===== src/rtl/xbox_pkg.sv =====
// xbox_pkg: shared types and constants for the XBOX memory arbiter slice.
//   line_t         : one memory line, 8 x 32-bit words (word 0 in bits [31:0])
//   be_t           : byte-enable for one line, bit b enables byte b
//   MEM_RD_LATENCY : cycles from xlr_mem_rd to valid xlr_mem_rdata
package xbox_pkg;
  localparam int unsigned MEM_RD_LATENCY = 1;
  localparam int unsigned LINE_WORDS     = 8;

  typedef logic [LINE_WORDS-1:0][31:0] line_t;
  typedef logic [LINE_WORDS*4-1:0]     be_t;
endpackage


===== src/rtl/xbox_rr_pick.sv =====
// xbox_rr_pick: purely combinational round-robin picker.
//   req : request vector, one bit per requester
//   ptr : index of the last granted requester; search starts at ptr+1
//   gnt : one-hot grant (all zero when no request)
//   idx : binary index of the granted requester
//   vld : a grant was issued
module xbox_rr_pick
  import xbox_pkg::*;
#(
  parameter int unsigned N  = 2,
  parameter int unsigned IW = (N > 1) ? $clog2(N) : 1
) (
  input  logic [N-1:0]  req,
  input  logic [IW-1:0] ptr,
  output logic [N-1:0]  gnt,
  output logic [IW-1:0] idx,
  output logic          vld
);

  always_comb begin
    gnt = '0;
    idx = '0;
    vld = 1'b0;
    // Visit ptr+1 .. ptr+N (mod N); the first active requester wins, which
    // leaves ptr itself as the lowest-priority candidate.
    for (int unsigned i = 1; i <= N; i++) begin
      int unsigned c;
      c = (32'(ptr) + i) % N;
      if (!vld && req[c]) begin
        vld    = 1'b1;
        gnt[c] = 1'b1;
        idx    = IW'(c);
      end
    end
  end

endmodule


===== src/rtl/xbox_mem_arb.sv =====
// xbox_mem_arb: round-robin arbiter sharing one XBOX memory between NUM_REQ
// requesters.
//   clk, rst_n        : single clock, asynchronous active-low reset
//   req_addr/wdata/be : per-requester address, write line, byte enables
//   req_rd/req_wr     : per-requester level requests, held until granted
//   req_gnt           : one-hot grant, combinational in the request cycle
//   req_rdata         : xlr_mem_rdata passed straight through
//   req_rvalid        : one-hot owner of req_rdata, MEM_RD_LATENCY after grant
//   xlr_mem_*         : memory master port (granted requester muxed out)
//   arb_gnt_cnt       : saturating per-requester grant counters, present only
//                       when XBOX_ARB_STATS_EN is defined
module xbox_mem_arb
  import xbox_pkg::*;
#(
  parameter int unsigned NUM_REQ            = 2,
  parameter int unsigned LOG2_LINES_PER_MEM = 4
) (
  input  logic                                          clk,
  input  logic                                          rst_n,
  input  logic [NUM_REQ-1:0][LOG2_LINES_PER_MEM-1:0]    req_addr,
  input  logic [NUM_REQ-1:0][7:0][31:0]                 req_wdata,
  input  logic [NUM_REQ-1:0][31:0]                      req_be,
  input  logic [NUM_REQ-1:0]                            req_rd,
  input  logic [NUM_REQ-1:0]                            req_wr,
  output logic [NUM_REQ-1:0]                            req_gnt,
  output logic [7:0][31:0]                              req_rdata,
  output logic [NUM_REQ-1:0]                            req_rvalid,
  output logic [LOG2_LINES_PER_MEM-1:0]                 xlr_mem_addr,
  output logic [7:0][31:0]                              xlr_mem_wdata,
  output logic [31:0]                                   xlr_mem_be,
  output logic                                          xlr_mem_rd,
  output logic                                          xlr_mem_wr,
  input  logic [7:0][31:0]                              xlr_mem_rdata
`ifdef XBOX_ARB_STATS_EN
  ,
  output logic [NUM_REQ-1:0][15:0]                      arb_gnt_cnt
`endif
);

  localparam int unsigned IW = (NUM_REQ > 1) ? $clog2(NUM_REQ) : 1;

  logic [NUM_REQ-1:0]                     active;
  logic [NUM_REQ-1:0]                     gnt;
  logic [IW-1:0]                          gnt_idx;
  logic                                   gnt_vld;
  logic [IW-1:0]                          rr_ptr;
  logic [MEM_RD_LATENCY-1:0][NUM_REQ-1:0] rv_pipe;
  line_t                                  sel_wdata;
  be_t                                    sel_be;

  assign active = req_rd | req_wr;

  xbox_rr_pick #(
    .N  (NUM_REQ),
    .IW (IW)
  ) u_pick (
    .req (active),
    .ptr (rr_ptr),
    .gnt (gnt),
    .idx (gnt_idx),
    .vld (gnt_vld)
  );

  assign req_gnt = gnt;

  // Memory port mux; a simultaneous read+write on the winner is a write only.
  always_comb begin
    xlr_mem_addr = '0;
    sel_wdata    = '0;
    sel_be       = '0;
    xlr_mem_rd   = 1'b0;
    xlr_mem_wr   = 1'b0;
    if (gnt_vld) begin
      xlr_mem_addr = req_addr[gnt_idx];
      sel_wdata    = req_wdata[gnt_idx];
      sel_be       = req_be[gnt_idx];
      xlr_mem_wr   = req_wr[gnt_idx];
      xlr_mem_rd   = req_rd[gnt_idx] & ~req_wr[gnt_idx];
    end
  end

  assign xlr_mem_wdata = sel_wdata;
  assign xlr_mem_be    = sel_be;

  always_ff @(posedge clk or negedge rst_n) begin
    if (!rst_n) begin
      rr_ptr <= IW'(NUM_REQ - 1);
    end else if (gnt_vld) begin
      rr_ptr <= gnt_idx;
    end
  end

  // Only the owner id travels down the pipe; the data itself is not stored.
  always_ff @(posedge clk or negedge rst_n) begin
    if (!rst_n) begin
      rv_pipe <= '0;
    end else begin
      rv_pipe[0] <= xlr_mem_rd ? gnt : '0;
      for (int unsigned i = 1; i < MEM_RD_LATENCY; i++) begin
        rv_pipe[i] <= rv_pipe[i-1];
      end
    end
  end

  assign req_rvalid = rv_pipe[MEM_RD_LATENCY-1];
  assign req_rdata  = xlr_mem_rdata;

`ifdef XBOX_ARB_STATS_EN
  always_ff @(posedge clk or negedge rst_n) begin
    if (!rst_n) begin
      arb_gnt_cnt <= '0;
    end else begin
      for (int unsigned k = 0; k < NUM_REQ; k++) begin
        if (gnt[k] && (arb_gnt_cnt[k] != '1)) begin
          arb_gnt_cnt[k] <= arb_gnt_cnt[k] + 16'd1;
        end
      end
    end
  end
`endif

endmodule


===== config.mk =====
export PLATFORM = sky130hd
export DESIGN_NAME = xbox_mem_arb
export DESIGN_NICKNAME = d
export VERILOG_FILES = /design/src/rtl/xbox_pkg.sv /design/src/rtl/xbox_rr_pick.sv /design/src/rtl/xbox_mem_arb.sv
export SDC_FILE = /design/constraint.sdc
export NUM_CORES = 1
export LEC_CHECK = 0
export ABC_AREA = 0
export CAP_MARGIN = 25
export CORE_AREA = 2 2 552 554
export DETAILED_ROUTE_END_ITERATION = 16
export DIE_AREA = 0 0 554 556
export GPL_ROUTABILITY_DRIVEN = 0
export GPL_TIMING_DRIVEN = 0
export PLACE_DENSITY = 0.3
export SETUP_SLACK_MARGIN = 0.2
export SLEW_MARGIN = 10
export SYNTH_ARGS = -nofsm -noshare
export SYNTH_HDL_FRONTEND = slang
export SYNTH_SLANG_ARGS = --single-unit

===== constraint.sdc =====
create_clock -name clk -period 1.76 [get_ports clk]
set_clock_uncertainty 0.2 [all_clocks]
set_input_delay 0.352 -clock clk [delete_from_list [all_inputs] [get_ports clk]]
set_output_delay 0.352 -clock clk [all_outputs]
set_load 0.1 [all_outputs]

---- After elaboration in Yosys (flattened, before gate mapping) ----
Cells that the tools add are included.
word-level totals
  register bits after elaboration ......... 3
  input bits .............................. 846
  output and inout bits ................... 554
  word-level logic and storage cells ...... 47
operators by class
  add/sub/neg operators ................... 2
  $lt $le $gt $ge ......................... 5
  mux-type cells .......................... 30
  bitwise logic cells ..................... 4
  reduce and logical (&&, ||, !) cells .... 4
operators by type and width
  cell                                                                  number
  256-bit two-way mux                                                   3
  32-bit two-way mux                                                    3
  1-bit two-way mux                                                     16
  4-bit two-way mux                                                     3
  1-bit by 2-bit < comparator with 1-bit output, second input constant  3
  2-bit two-way mux                                                     3
  2-bit OR                                                              2
  1-bit logical AND                                                     3
  1-bit adder, second input constant                                    2
  1-bit demux with 1-bit select                                         2
  1-bit >= comparator, second input constant                            2
  1-bit AND                                                             1
  1-bit logical NOT                                                     1
  1-bit NOT                                                             1

---- Longest topological paths before layout ----
  word-level depth ........................ 13
  depth in mapped cells ................... 7
  gate-level depth less buffers ........... 2

---- Modules after synthesis ----
A second synthesis with hierarchy kept.
second synthesis, totals
  cell total of the unflattened synthesis .. 926
  area total of the unflattened synthesis .. 7,220.7 sq um
modules (own cells, without submodules)
  module        times used  cells each  area an instance (sq um)  sequential area each (sq um)
  xbox_mem_arb  1           921         7,188.1                   76.3
  xbox_rr_pick  1           5           32.5                      0.0

---- Worst setup path before layout ----
No wires, ideal clock.
  kind .................................... in2out
  from .................................... input req_rd[1]
  to ...................................... output xlr_mem_wdata[44] in the netlist's numbering
  data arrival time ....................... 2.709 ns
  data required time ...................... 1.208 ns
  slack ................................... -1.501 ns
  cell stages on the path ................. 7
  path buffers ............................ 5
  path through ............................ buf_2 > buf_6 > o21ba_1 > buf_2 > buf_6 > buf_4 > o22ai_1
RTL lines
  element      RTL line            RTL
  from (decl)  xbox_mem_arb.sv:23  input logic [NUM_REQ-1:0] req_rd,
  to (decl)    xbox_mem_arb.sv:29  output logic [7:0][31:0] xlr_mem_wdata,

==> flow_metrics.env <==
export IMPL_worstPathRequired_ns=1.21
export IMPL_fin_crit_sh=1.55
export IMPL_arrival_ns=2.17
export IMPL_finalMaxSlewViolations=0
export IMPL_p_leak_nw=11.5
export IMPL_grt_pass1_wl_um=253000
export IMPL_rows=202
export IMPL_power_per_cell_area_mw_per_mm2=852
export IMPL_drt_wl_total_um=217000
export IMPL_ios=1400
export IMPL_cts_buffers=3
export IMPL_drive_above_1_share=0.447
export IMPL_grt_overflow=0
export IMPL_setup_tns_ns=-317.07
export IMPL_path_class="in2out"
export IMPL_syn_area_per_cell_um2=5.98
export IMPL_ys_types=20
export IMPL_slowest_delay_ns=0.30
export IMPL_cts_sinks=3
export IMPL_fin_ws_ns=-0.964
export IMPL_worstPathMaxFanout=7
export IMPL_initial_core_util=0.0267
export IMPL_area_growth_pct=332
export IMPL_grt_pass1_vias=17500
export IMPL_violations="setup timing"
export IMPL_period_minus_slack_ns=2.72
export IMPL_clkSlewWorstSetupHoldPaths_ns=0.03
export IMPL_grt_max_degree=11
export IMPL_die_h_um=556
export IMPL_maxSlewHeadroom=0.242
export IMPL_total_power_mw=29.7
export IMPL_syn_inst=1349
export IMPL_synth_seq_cells=3
export IMPL_synth_seq_area_share=0.00946
export IMPL_netlist_area_mm2=0.00807
export IMPL_clock_latency_ns=0.22
export IMPL_worstPathCellList="buf_16 -> buf_8 -> o21a_4 -> buf_12 -> buf_16 -> buf_12 -> buf_12 -> buf_16 -> o22ai_4 -> buf_12"
export IMPL_die_w_um=554
export IMPL_fp_dieArea_mm2=0.308
export IMPL_final_net_count=3496
export IMPL_fin_util=0.115
export IMPL_worst_setup_path_end_kind="output port"
export IMPL_instances_no_fill=6673
export IMPL_yosysWarnings=0
export IMPL_irDropWorstVdd_uv=258
export IMPL_antenna_found_initial=171
export IMPL_grt_setup_unrepaired="yes"
export IMPL_antenna_left=0
export IMPL_hold_viol_final=0
export IMPL_cts_tree="built"
export IMPL_tightest_slew_ns=1.13
export IMPL_clock_fmax_mhz=367
export IMPL_htree_num_levels=1
export IMPL_hold_class="in2async"
export IMPL_status="finished, violations left"
export IMPL_maxCapViolations=0
export IMPL_critical_path_most_common_cell="buf_12"
export IMPL_startpoint_type="input pin"
export IMPL_dpl_hpwl_um=198000
export IMPL_drt_iter0_drc=1067
export IMPL_synth_nets=2195
export IMPL_dp_cells=6581
export IMPL_core_area_mm2=0.302
export IMPL_root_buffer="clkbuf_16"
export IMPL_slowest_stage="o22ai_4"
export IMPL_io_buffer_count=1139
export IMPL_drt_first_pass_iters=5
export IMPL_setup_violations_final=544
export IMPL_avgRoutedWirePerCell_um=32.6
export IMPL_drc=0
export IMPL_via_per_inst=2.67
export IMPL_cts_buffer_depth=2
export IMPL_via_count=17800
export IMPL_grt_usage=0.133
metrics by stage:
step | area, µm² | setup slack, ns | hold WS, ns
after floorplan | 9680 | -1.44 | -0.144
after global placement | 26100 | -3.92 | 0.340
after detailed placement | 28600 | -3.20 | 0.339
after CTS | 30700 | -1.11 | 0.147
after global routing | 34800 | -1.00 | 0.155
final | 34800 | -0.964 | 0.147
metal layers:
layer,track usage,vias up,part of all wire
li1,-,7507,-
met1,0.144,8481,0.37
met2,0.224,1362,0.46
met3,0.0716,347,0.13
met4,0.0345,98,0.040
met5,0,-,0.0029
registers in the layout, summed over array words and instances, names as in the netlist:
| register | flops |
|---|---|
| rr_ptr | 1 |
| req_rvalid | 2 |
cells in the mapped netlist:
library cell  number  area (µm²)
buf_2             32         160
dfrtp_1            2        50.1
o211ai_1           1        7.51
nor2_1             5        18.8
buf_4            259        1940
nor3_1             1        5.00
o22ai_1          272        1700
o21a_1             2        15.0
nor2b_1            1        6.26
o22ai_2           20         250
dfstp_2            1        26.3
a21o_1             1        7.51
clkbuf_1         123         462
a21boi_0           1        7.51
o21ba_1            1        10.0
o21ai_1           31         155
or3b_2             2        17.5
nand2b_1           1        6.26
o21ai_0          553        2770
buf_6             40         450
path summary, 6_finish.rpt:
check                      slack [ns]  cells past startpoint          startpoint                       to
max in group asynchronous        0.97                      1               rst_n       rr_ptr$_DFFE_PN1P_
setup / recovery                -0.96                     10           req_wr[0]        xlr_mem_wdata[53]
hold reg to reg                  0.46                      2  rr_ptr$_DFFE_PN1P_       rr_ptr$_DFFE_PN1P_
min in group clk                 0.46                      2  rr_ptr$_DFFE_PN1P_       rr_ptr$_DFFE_PN1P_
setup reg to reg                    0                      6  rr_ptr$_DFFE_PN1P_       rr_ptr$_DFFE_PN1P_
hold / removal                   0.15                      1               rst_n  req_rvalid[1]$_DFF_PN0_
power by group:
part,leakage (nW),switching [mW],internal [mW]
Sequential,0.0368,0.00670,0.0815
Combinational,11.4,19.0,10.3
Clock,0.0384,0.0640,0.299
critical path: cells and delay by family:
kind / cells / cell delay, ns
AO/OA/AOI/OAI: 2 / 0.51
buffers and inverters: 8 / 1.22
cell usage in the layout (no fill, tap or decap), types with 2 or more instances in the layout:
cell type,count
o22ai_2,43
buf_12,224
o21ai_1,49
clkbuf_4,20
clkbuf_16,21
clkbuf_1,31
buf_6,78
buf_4,319
clkbuf_2,59
nor2_1,3
o21ai_2,15
nor2_4,2
buf_2,4
buf_16,125
diode_2,46
dfrtp_1,2
o21a_4,2
clkbuf_8,9
clkdlybuf4s50_1,843
o21ai_0,519
o22ai_1,11
buf_8,20
o22ai_4,238
final cells by class:
| cell class | count | area [µm²] |
|---|---|---|
| Antenna cell | 46 | 115 |
| Fill cell | 34600 | 267000 |
| Clock buffer | 4 | 78.8 |
| Buffer | 453 | 4120 |
| Sequential cell | 3 | 76.3 |
| Tap cell | 3978 | 4980 |
| Multi-Input combinational cell | 892 | 8500 |
| Timing Repair Buffer | 1297 | 17000 |
what timing repair did:
action                                  in CTS  in global routing
resized for setup                         1452                950
hold buffers                                 0                  0
cloned                                      10                 11
setup buffers                               15                 59
endpoints found under the setup margin     556                557
pin swaps                                   11                 37
cells by family (layout without fill, tap and decap cells):
family                 Yosys count  in the layout  share of synthesized area
other                            0             46                          0
DFF                              3              3                    0.00946
AOI/OAI and AO/OA              882            882                      0.610
and+or+nand+nor                 10             10                    0.00667
buffers and inverters          454           1754                      0.374
Note: power is estimated with default switching activity, not from simulation.
